`src/rtl/sram_ctrl.sv`:
```
// sram_ctrl: MEM-stage data-memory controller. Each 32-bit load or store is
// split into two 16-bit SRAM accesses, low halfword first. Each access lasts
// PHASE_CYCLES cycles. `ready` stays low while an access is in flight.
// Optional feature: define SRAM_CTRL_RANGE_CHECK_EN to complete requests that
// fall outside the SRAM window at once, with no SRAM strobes. Such loads return 0.
module sram_ctrl #(
  parameter int unsigned BASE_ADDR    = 1024,
  parameter int unsigned PHASE_CYCLES = 2
) (
  input  logic        clk,
  input  logic        rst_n,
  input  logic        rd_en,
  input  logic        wr_en,
  input  logic [31:0] address,
  input  logic [31:0] write_data,
  output logic [31:0] read_data,
  output logic        ready,
  output logic [17:0] sram_addr,
  output logic [15:0] sram_dq_out,
  input  logic [15:0] sram_dq_in,
  output logic        sram_dq_oe,
  output logic        sram_we_n
);

  localparam int unsigned CntW = (PHASE_CYCLES > 1) ? $clog2(PHASE_CYCLES) : 1;
  localparam logic [CntW-1:0] CntMax = CntW'(PHASE_CYCLES - 1);

  typedef enum logic [1:0] {StIdle, StLow, StHigh, StDone} state_e;

  state_e          state_q, state_d;
  logic [CntW-1:0] cnt_q, cnt_d;
  logic [31:0]     addr_q, addr_d;
  logic [31:0]     wdata_q, wdata_d;
  logic            write_q, write_d;
  logic [31:0]     rdata_q, rdata_d;
  logic [31:0]     offset;
  logic            unused_offset;

  assign offset = addr_q - BASE_ADDR;
  // Bits above the 512 KiB window and the byte-lane bits never reach the SRAM.
  assign unused_offset = ^{offset[31:19], offset[1:0]};

`ifdef SRAM_CTRL_RANGE_CHECK_EN
  logic [31:0] req_offset;
  logic        req_oor;
  assign req_offset = address - BASE_ADDR;
  assign req_oor    = (address < BASE_ADDR) | (req_offset >= 32'h0008_0000);
`endif

  // State and datapath registers, synchronous active-low reset.
  always_ff @(posedge clk) begin
    if (!rst_n) begin
      state_q <= StIdle;
      cnt_q   <= '0;
      addr_q  <= '0;
      wdata_q <= '0;
      write_q <= 1'b0;
      rdata_q <= '0;
    end else begin
      state_q <= state_d;
      cnt_q   <= cnt_d;
      addr_q  <= addr_d;
      wdata_q <= wdata_d;
      write_q <= write_d;
      rdata_q <= rdata_d;
    end
  end

  // Next-state: request capture, phase counting and load-data sampling.
  always_comb begin
    state_d = state_q;
    cnt_d   = cnt_q;
    addr_d  = addr_q;
    wdata_d = wdata_q;
    write_d = write_q;
    rdata_d = rdata_q;
    unique case (state_q)
      StIdle: begin
        if (wr_en | rd_en) begin
          addr_d  = address;
          wdata_d = write_data;
          write_d = wr_en;
          cnt_d   = '0;
          state_d = StLow;
`ifdef SRAM_CTRL_RANGE_CHECK_EN
          if (req_oor) begin
            state_d = StDone;
            if (!wr_en) rdata_d = '0;
          end
`endif
        end
      end
      StLow: begin
        if (cnt_q == CntMax) begin
          cnt_d   = '0;
          state_d = StHigh;
          if (!write_q) rdata_d[15:0] = sram_dq_in;
        end else begin
          cnt_d = cnt_q + CntW'(1);
        end
      end
      StHigh: begin
        if (cnt_q == CntMax) begin
          cnt_d   = '0;
          state_d = StDone;
          if (!write_q) rdata_d[31:16] = sram_dq_in;
        end else begin
          cnt_d = cnt_q + CntW'(1);
        end
      end
      StDone: state_d = StIdle;
      default: state_d = StIdle;
    endcase
  end

  // SRAM bus outputs are driven only during the two access phases.
  always_comb begin
    sram_addr   = '0;
    sram_dq_out = '0;
    sram_dq_oe  = 1'b0;
    sram_we_n   = 1'b1;
    if (state_q == StLow || state_q == StHigh) begin
      sram_addr = {offset[18:2], state_q == StHigh};
      if (write_q) begin
        sram_dq_oe  = 1'b1;
        sram_we_n   = 1'b0;
        sram_dq_out = (state_q == StHigh) ? wdata_q[31:16] : wdata_q[15:0];
      end
    end
  end

  assign read_data = rdata_q;
  assign ready     = (state_q == StDone) | ((state_q == StIdle) & ~rd_en & ~wr_en);

endmodule

```
`config.mk`:
```
export PLATFORM = sky130hd
export DESIGN_NAME = sram_ctrl
export DESIGN_NICKNAME = d
export VERILOG_FILES = /design/src/rtl/sram_ctrl.sv
export SDC_FILE = /design/constraint.sdc
export NUM_CORES = 1
export LEC_CHECK = 0
export BUFFER_PORTS_ARGS = -buffer_cell sky130_fd_sc_hd__buf_2
export CAP_MARGIN = 10
export CORE_MARGIN = 4
export CORE_UTILIZATION = 27
export CTS_BUF_LIST = sky130_fd_sc_hd__clkbuf_4
export DETAILED_ROUTE_END_ITERATION = 7
export HOLD_SLACK_MARGIN = 0.05
export PLACE_DENSITY_LB_ADDON = 0.05
export SLEW_MARGIN = 10
export SYNTH_ARGS = -nofsm -noshare
export SYNTH_HDL_FRONTEND = slang
export SYNTH_SLANG_ARGS = --single-unit
export TNS_END_PERCENT = 20
```
`constraint.sdc`:
```
create_clock -name clk -period 2 [get_ports clk]
set_input_delay 0.3 -clock clk [delete_from_list [all_inputs] [get_ports clk]]
set_output_delay 0.3 -clock clk [all_outputs]
set_load 0.01 [all_outputs]
```
Yosys cells after proc, flatten, opt, wreduce, memory -nomap -nowiden
Index checks and enable logic that the tools add are counted.
{ "totals": {"reg_bits": 87, "inputBits": 84, "output_inout_bits": 69} }
{ "classes": {"n_addsub": 2, "n_eq_ne": 6, "muxes": 15, "n_bitwise": 7, "n_reduce_logical": 9} }
{ "ops": {"columns": ["op", "count"], "rows": [
  ["16-bit two-way mux", 3],
  ["19-bit by 11-bit subtractor with 19-bit output (second input constant)", 1],
  ["18-bit two-way mux", 1],
  ["3-bit AND reduction", 3],
  ["2-bit one-hot mux with 4 select lines", 1],
  ["1-bit two-way mux", 6],
  ["2-bit two-way mux", 3],
  ["2-bit != test (second input constant)", 3],
  ["2-bit equality test (second input constant)", 2],
  ["2-bit AND reduction", 2],
  ["1-bit NOT", 3],
  ["1-bit AND", 2],
  ["2-bit by 1-bit equality test with 1-bit output (second input constant)", 1],
  ["2-bit zero test", 1],
  ["1-bit bitwise OR", 2],
  ["1-bit one-hot mux with 2 select lines", 1],
  ["2-bit nonzero test", 1],
  ["2-bit OR reduction", 1],
  ["1-bit adder (second input constant)", 1],
  ["1-bit logical OR", 1]
]} }

Logic depth before layout (Yosys ltp)
Gate-level depths: netlist of run 1.
{ "depth": {"ltp_word": 4, "ltp_mapped": 7} }

Worst setup path before layout of run 1
Ideal clock, no wire load.
{ "synth_path": {"kind": "register to output", "startpoint": "register addr_q[10]", "endpoint": "output port sram_addr[17]", "t_arrival_ps": 1588, "required_ps": 1700, "slack_ps": 112, "path_stages_with_launch": 6, "n_path_buf": 0, "cell_sequence": "dfxtp_1 -> inv_1 -> ha_1 -> or4b_4 -> nor4_1 -> mux2i_1"} }
{ "synth_via": {"elab_chain_cells": 2} }
{ "synth_lines": {"columns": ["element", "line", "rtl"], "rows": [
  ["from (decl)", "32", "logic [31:0] addr_q, addr_d;"],
  ["from (signal assigned)", "62", "addr_q <= addr_d;"],
  ["19-bit by 11-bit subtractor with 19-bit output", "39", "assign offset = addr_q - BASE_ADDR;"],
  ["18-bit two-way mux", "122", "if (state_q == StLow || state_q == StHigh) begin"],
  ["to (decl)", "18", "output logic [17:0] sram_addr,"]
]} }
Every way passes these cells.

Final worst setup path of run 1
{ "layout_path": {"startpoint": "register addr_q[10]", "endpoint": "output port sram_addr[15]"} }
Same word-level chain as after synthesis.

==> results of run 1 <==
-- stage by stage --
step                utilization  TNS [ns]
CTS                       0.414     -2.82
finish                    0.418     -1.63
global route              0.418     -4.74
global placement          0.351         0
detailed placement        0.351         0
floorplan                     -         0
-- sequential cells by signal (all words and copies together) (netlist names) --
name and count:
wdata_q 32, state_q 2, write_q 1, addr_q 17, cnt_q 1, read_data 32
-- logic make-up (layout without fill, tap and decap cells) --
group | Yosys count | in the layout | synth area share
AOI/OAI and AO/OA | 95 | 95 | 0.188
xor gates and xnor gates | 2 | 2 | 0.00472
DFF | 85 | 85 | 0.458
and+or+nand+nor | 215 | 215 | 0.239
buffers and inverters | 36 | 241 | 0.0384
adders and majority gates | 6 | 6 | 0.0202
muxes | 19 | 19 | 0.0512
-- what timing repair did --
item,CTS,global route
setup buffers,9,2
hold endpoints to repair,65,1
setup endpoints to repair,36,29
hold buffers,57,1
resized for setup,32,10
pin swaps,9,3
-- routing by layer --
layer	up-vias	global-route usage	wire length (µm)
met5	-	0	13
met4	2	0.0364	123
met3	11	0.0542	662
met2	99	0.229	4990
met1	1689	0.174	5060
li1	1896	-	-
-- layout make-up --
type | count | area share
multi-input combinational | 337 | 0.353
sequential | 85 | 0.307
timing repair buffer | 219 | 0.276
tap | 176 | 0.0394
clock buffer | 11 | 0.0148
inverter | 7 | 0.00628
clock inverter | 4 | 0.00291
-- synthesized netlist by cell type --
| master | instances |
|---|---|
| or3_1 | 2 |
| o21a_1 | 1 |
| o2111ai_1 | 1 |
| a21oi_1 | 3 |
| ha_1 | 6 |
| o211ai_1 | 1 |
| o21ai_0 | 2 |
| nor2_1 | 21 |
| inv_1 | 7 |
| and3b_1 | 2 |
| or3b_2 | 1 |
| nor4_1 | 1 |
| clkbuf_1 | 23 |
| o21ai_1 | 2 |
| nand2_1 | 170 |
| o31ai_1 | 3 |
| a21boi_0 | 59 |
| xnor2_1 | 2 |
| mux2i_1 | 19 |
| or4_1 | 2 |
| or4b_4 | 1 |
| and2_1 | 8 |
| nand3b_1 | 2 |
| nand4b_1 | 1 |
| buf_2 | 6 |
| a21boi_1 | 23 |
| nor3_1 | 1 |
| dfxtp_1 | 85 |
| nand2b_1 | 3 |
-- critical path: cells and delay by family, from the launching register on --
kind                     cells  cell delay [ns]
AND/OR/NAND/NOR              2             0.84
flip-flops                   1             0.34
buffers and inverters        2             0.20
adder cells (fa/ha/maj)      1             0.12
AO/OA/AOI/OAI                1             0.11
-- final timing paths --
path | startpoint | end | slack, ns | cells after the start
setup reg to reg | state_q[0] | read_data[13] | 0.36 | 5
hold reg to reg | read_data[17] | read_data[17] | 0.46 | 2
hold / removal | write_data[25] | wdata_q[25] | 0.10 | 3
setup / recovery | addr_q[10] | sram_addr[15] | -0.35 | 6
-- power by group --
part | total, µW | internal, µW | switching, µW
clock | 814 | 264 | 550
sequential | 2150 | 1970 | 182
combinational | 2620 | 1220 | 1400
total | 5580 | 3450 | 2130
==> results.md, run 1 <==
* Slowest stage delay, CP at 0.49 ns
* Final setup viols at 10
* Layout Nets at 749
* Via/cell ratio at 4.41
* Cell Pwr Density at 1000 nW/µm²
* Commonest non-fill, non-tap cell in the layout: nand2_1
* Seq cells post-synth at 85
* Top cell type's share of synthesized area at 0.458
* WL per Instance at 12.9 µm
* Drt pass-1 iters at 6
* Syn avg cell area at 8.11 µm²
* Mapped Cells at 458
* Dpl ws at 0.0983 ns
* Hold slack at 0.103 ns
* # IOs at 153
* GPL Wtd Cong at 0.750
* Layout cells sized above 1 at 0.302
* Fin crit period at 2.35 ns
* H-Tree Depth at 3
* Cell taking the most area after synthesis: dfxtp_1
* Global route overflow at 0
* Standard-cell rows at 42
* Status: finished, violations left
* CTS tree: built
* Worst-Skew Late Latency at 0.44 ns
* N_diodes at 0
* RSZ-0062 raised after global routing: true
* Final Routed Wirelength at 10.8 mm
* Most frequent cells in the layout: 170 x nand2_1, 136 x buf_2, 79 x dfxtp_1
* First-pass GRT wire length at 17.9 mm
* Critical Path Start Type: flop
* Initial antenna violation count at 1
* Crit path cell chain: inv_2 > ha_4 > or4b_4 > or3_4 > a21oi_2 > buf_2
* Slew Viols, Final at 0
* Net Count, Synth at 548
* Max Clk Rate at 0.425 GHz
* Final period util at 1.18
* Slew @ Worst Pin at 0.680 ns
* Cell Area, Placed at 4680 µm²
* Initial Util at 0.278
* Via count at 3697
* Max Cap Viol at 0
* Fin cells at 839
* CP Capture Type: output pin
* Peak VDD IR at 0.513 mV
* Mapped cell area at 3710 µm²
* Required time of the critical path at 1.70 ns
* Register area at 1710 µm²
* Die Width at 125 µm
* Largest net degree at the start of global routing at 38
* Slowest stage cell, crit path: or4b_4
* Core area at 13300 µm²
* Failing checks: negative setup slack
* Die area at 15700 µm²
* Crit-path max FO at 4
* WP data arrival at 2.05 ns
* Port bufs at 137
* Final Cell Area at 5580 µm²
* Drt initial violations at 103
* Post-synth cell types at 29
* Multi-input logic area at 1970 µm²
* Final Power at 5580 µW
* P_leak at 0.00241 µW
* Fillcell total at 1429
* Clock slew at reported path FFs at 0.12 ns
* Antenna-violating nets left at 0
* Sequential area share after synthesis at 0.458
* Clock buffer depth at 2
* CTS buffer count at 9
* PnR worst setup slack at -0.354 ns
* Worst hold path class: in2reg
* Residual DRC count at 0
* Synth area leaders: dfxtp_1 46%, nand2_1 17%, a21boi_0 12%
* Die Span Y at 125 µm
* Dpl cells at 756
* Detail Placement HPWL at 7.27 mm
* Synth warnings at 0
* Clk sinks at 85
* Root buf cell: clkbuf_4
* Crit Path Class: reg2out
* Clk_skew at 0.00941 ns
* Worst relative slew slack at 0.547
* GRT Overall Usage at 0.140
* Layout overhead on the synthesized area at 50.4%
* Vias in the first global route at 3591
* Final Hold Vio Count at 0
Note: power is estimated with default switching activity, not from simulation.
==> run 2: changes to the inputs <==
--- a/config.mk
+++ b/config.mk
@@ -13,7 +13,7 @@
 export DETAILED_ROUTE_END_ITERATION = 7
 export HOLD_SLACK_MARGIN = 0.05
 export PLACE_DENSITY_LB_ADDON = 0.05
-export SLEW_MARGIN = 10
+export SLEW_MARGIN = 5
 export SYNTH_ARGS = -nofsm -noshare
 export SYNTH_HDL_FRONTEND = slang
 export SYNTH_SLANG_ARGS = --single-unit
==> constraint.sdc (replaced) <==
create_clock -name clk -period 2 [get_ports clk]
set_input_delay 0.1 -clock clk [delete_from_list [all_inputs] [get_ports clk]]
set_output_delay 0.1 -clock clk [all_outputs]
set_load 0.01 [all_outputs]
==> results.md, run 2 (synthesis gave the netlist of run 1 again) <==
* Largest net degree at the start of global routing at 58
* CP Capture Type: output pin
* Drt pass-1 iters at 4
* RSZ-0062 raised after global routing: true
* CTS tree: built
* Residual DRC count at 0
* Final period util at 1.08
* P_leak at 0.00240 µW
* Die area at 15700 µm²
* Worst hold path class: in2reg
* Hold slack at 0.102 ns
* Max Clk Rate at 0.463 GHz
* Port bufs at 137
* WP data arrival at 2.06 ns
* H-Tree Depth at 3
* Via/cell ratio at 4.32
* Clock slew at reported path FFs at 0.13 ns
* WL per Instance at 12.9 µm
* Slew @ Worst Pin at 0.670 ns
* Die Span Y at 125 µm
* Crit Path Class: reg2out
* Critical Path Start Type: flop
* Slowest stage cell, crit path: or4b_4
* Max Cap Viol at 0
* Worst relative slew slack at 0.553
* Core area at 13300 µm²
* First-pass GRT wire length at 17.9 mm
* Most frequent cells in the layout: 170 x nand2_1, 137 x buf_2, 79 x dfxtp_1
* GPL Wtd Cong at 0.767
* Failing checks: negative setup slack
* Peak VDD IR at 0.471 mV
* Slew Viols, Final at 0
* CP Buf/Inv Count at 2
* Vias in the first global route at 3617
* Initial Util at 0.278
* Initial antenna violation count at 0
* Status: finished, violations left
* Standard-cell rows at 42
* Final Hold Vio Count at 0
* Drt initial violations at 116
* Crit-path max FO at 4
* Layout cells sized above 1 at 0.283
* Clk sinks at 85
* Global route overflow at 0
* Root buf cell: clkbuf_4
* Layout overhead on the synthesized area at 49.2%
* Clk_skew at 0.0206 ns
* Setup_tns at -0.353 ns
* Fin crit period at 2.16 ns
* Layout Nets at 746
* Clock buffer depth at 2
* Final setup viols at 4
* Slowest stage delay, CP at 0.48 ns
* # IOs at 153
* Worst-Skew Late Latency at 0.45 ns
* CTS buffer count at 9
* PnR worst setup slack at -0.158 ns
* Detail Placement HPWL at 7.12 mm
* Die Width at 125 µm
* Crit path cell chain: inv_2 > ha_4 > or4b_4 > or3_4 > a21oi_2 > buf_2
* Required time of the critical path at 1.90 ns
* Final Routed Wirelength at 10.8 mm
* GRT Overall Usage at 0.141
* Antenna-violating nets left at 0
* N_diodes at 0
* Cell Pwr Density at 1010 nW/µm²
* Commonest non-fill, non-tap cell in the layout: nand2_1
* Via count at 3615
* CP top delay family: simple AND/OR/NAND/NOR gates
==> run 2: cell count changes in the layout (fill, tap and decap cells not counted), moves of 3 or more <==
cell	previous run	this run
buf_12	6	3
buf_4	14	9
dlygate4sd3_1	58	66
buf_6	5	1
==> run 2: power breakdown <==
group          switching [µW]  internal, µW  total, µW  leakage (µW)
Clock                     573           510       1080     0.0000852
Combinational            1330          1040       2370       0.00161
Sequential                175          1970       2140      0.000698
Total                    2080          3520       5590       0.00240
==> run 2: worst min-delay path, stage by stage <==
cell	delay (ns)
buf_2	0.12
or3b_4	0.14
nand4b_1	0.09
nand2_1	0.07
==> run 2: final timing paths <==
path | slack, ns | cells after the start | from | endpoint
max | -0.16 | 6 | addr_q[10] | sram_addr[15]
max reg2reg | 0.40 | 5 | state_q[0] | read_data[20]
min | 0.10 | 4 | rd_en | cnt_q
min reg2reg | 0.46 | 2 | read_data[7] | read_data[7]
==> run 2: stage by stage <==
step	power, µW	cells	worst slack (ns)	cell area, µm²	util
global route	6090	837	-0.303	5540	0.415
detailed placement	4350	752	0.190	4630	0.347
global placement	4340	752	0.221	4630	0.347
floorplan	3500	458	0.312	3710	-
finish	5590	837	-0.158	5540	0.415
CTS	5700	837	-0.247	5520	0.413
==> run 2: repair_timing <==
action	4_1_cts	5_1_grt
gates resized for setup	18	7
hold buffers	66	0
setup buffers	3	0
hold endpoints to repair	82	0
pin swaps	6	3
setup endpoints to repair	25	17
==> run 2: area by class of cell <==
| type | count | area [µm²] |
|---|---|---|
| Fill cell | 1457 | 7810 |
| Multi-Input combinational cell | 337 | 1940 |
| Sequential cell | 85 | 1710 |
| Timing Repair Buffer | 216 | 1490 |
| Tap cell | 176 | 220 |
| Clock inverter | 6 | 77.6 |
| Clock buffer | 10 | 75.1 |
| Inverter | 7 | 26.3 |
==> run 2: metal layers <==
metal	vias up	track usage	part of all wire
met5	-	0	0
met2	100	0.228	0.46
met4	0	0.0332	0.0067
met3	4	0.0529	0.064
li1	1888	-	-
met1	1623	0.179	0.47
==> run 3: changes to the inputs <==
--- a/config.mk
+++ b/config.mk
@@ -12,7 +12,9 @@
 export CTS_BUF_LIST = sky130_fd_sc_hd__clkbuf_4
 export DETAILED_ROUTE_END_ITERATION = 7
 export HOLD_SLACK_MARGIN = 0.05
+export MAX_ROUTING_LAYER = met4
 export PLACE_DENSITY_LB_ADDON = 0.05
+export REMOVE_ABC_BUFFERS = 1
 export SLEW_MARGIN = 5
 export SYNTH_ARGS = -nofsm -noshare
 export SYNTH_HDL_FRONTEND = slang
==> results.md, run 3 (synthesis gave the netlist of run 1 again) <==
* Worst r2r src: state_q[1]
* Worst setup startpoint: addr_q[11]
* Root buf cell: clkbuf_4
* Port bufs at 137
* Fin crit period at 2.19 ns
* Sequential share of power at 0.387
* Origin of the worst min-delay path: rst_n
* N_diodes at 0
* Met3 Track Usage GR at 0.0461
* Hold Path Stages at 3
* Final Hold Vio Count at 0
* Slew @ Worst Pin at 0.665 ns
* Worst relative slew slack at 0.557
* Via/cell ratio at 4.32
* Die area at 15700 µm²
* PnR worst setup slack at -0.186 ns
* CTS tree: built
* Failing checks: negative setup slack
* Drt pass-1 iters at 4
* GRT busiest layer: met2
* Critical Path Start Type: flop
* Hold slack at 0.172 ns
* GRT Overall Usage at 0.149
* Final period util at 1.09
* Clk pwr share at 0.174
* Status: finished, violations left
* Global route overflow at 0
* Comb power frac at 0.438
* Layout cells sized above 1 at 0.291
* Fin cells at 840
* FF-to-FF path depth at 5
* Antenna-violating nets left at 0
* Peak VDD IR at 0.502 mV
* Largest net degree at the start of global routing at 48
* Sw Share at 0.383
* CTS buffer count at 9
* Switching power at 2120 µW
* Final Routed Wirelength at 10.9 mm
* Layout Nets at 749
* Crit-path max FO at 3
* Initial antenna violation count at 0
* Drt initial violations at 104
* Detail Placement HPWL at 7.13 mm
* Dpl cells at 755
* GPL Wtd Cong at 0.707
* Required time of the critical path at 1.90 ns
* Slew Viols, Final at 0
* Max Clk Rate at 0.457 GHz
* GR Util met2 at 0.243
* Setup_tns at -0.388 ns
* Die Span Y at 125 µm
* WP data arrival at 2.09 ns
* Layout overhead on the synthesized area at 50.0%
* Crit Path Class: reg2out
* Standard-cell rows at 42
* Max Cap Viol at 0
* Cell Pwr Density at 995 nW/µm²
* First-pass GRT wire length at 18.5 mm
* Residual DRC count at 0
* CP Capture Type: output pin
* Fillcell total at 1413
* Die Width at 125 µm
* Internal power at 3420 µW
* P_leak at 0.00240 µW
* Via count at 3629
* # IOs at 153
* Clock slew at reported path FFs at 0.13 ns
* Vias in the first global route at 3757
* Worst hold path class: in2reg
* Final setup viols at 5
* Worst-Skew Late Latency at 0.44 ns
* Clk_skew at 0.00914 ns
* RSZ-0062 raised after global routing: true
* Core area at 13300 µm²
* H-Tree Depth at 3
* WL per Instance at 13.0 µm
* Commonest non-fill, non-tap cell in the layout: nand2_1
* Initial Util at 0.278
* Clock buffer depth at 2
* M1 GR Usage at 0.181
* Clk sinks at 85
* Final core utilization at 0.417
* Most frequent cells in the layout: 170 x nand2_1, 137 x buf_2, 79 x dfxtp_1
[run 3: cell type report]
class | count | area, µm² | share of cell area
Tap cell | 176 | 220 | 0.0396
Inverter | 7 | 26.3 | 0.00472
Clock buffer | 10 | 75.1 | 0.0135
Multi-Input combinational cell | 337 | 1960 | 0.353
Timing Repair Buffer | 219 | 1520 | 0.273
Sequential cell | 85 | 1710 | 0.307
Clock inverter | 6 | 53.8 | 0.00966
[run 3: worst paths after layout]
path / end / slack [ns]
max: sram_addr[15] / -0.19
min: state_q[1] / 0.17
max reg2reg: read_data[14] / 0.38
min reg2reg: read_data[15] / 0.46
[run 3: repair_timing]
| item | in CTS | in global routing |
|---|---|---|
| pin swaps | 3 | 5 |
| hold buffers | 67 | 0 |
| setup buffers | 2 | 0 |
| setup endpoints to repair | 29 | 22 |
| hold endpoints to repair | 83 | 0 |
| gates resized for setup | 20 | 13 |
[run 3: layer usage]
layer,routed length (µm),vias to the layer above
li1,-,1894
met1,5210,1634
met2,5040,91
met3,559,10
met4,130,0
met5,0,-
[run 3: critical path: stages, from the launching register on]
cell and delay [ns]:
dfxtp_2 0.35, inv_2 0.06, ha_4 0.13, or4b_4 0.49, or3_4 0.34, a21oi_2 0.14, buf_2 0.14
[run 3: through the flow]
stage / setup slack [ns] / total power [µW] / cell area (µm²)
2_1_floorplan: -0.257 / 3410 / 3600
5_1_grt: -0.313 / 6040 / 5570
6_report: -0.186 / 5540 / 5570
3_5_place_dp: 0.230 / 4380 / 4650
3_3_place_gp: 0.239 / 4340 / 4650
4_1_cts: -0.261 / 5620 / 5530
[run 3: power groups by stage]
stage	registers (µW)	clock network, µW	logic, µW
floorplan	2140	0	1270
global placement	2150	0	2190
detailed placement	2160	0	2210
CTS	2140	1040	2440
global route	2190	1100	2750
finish	2150	966	2430
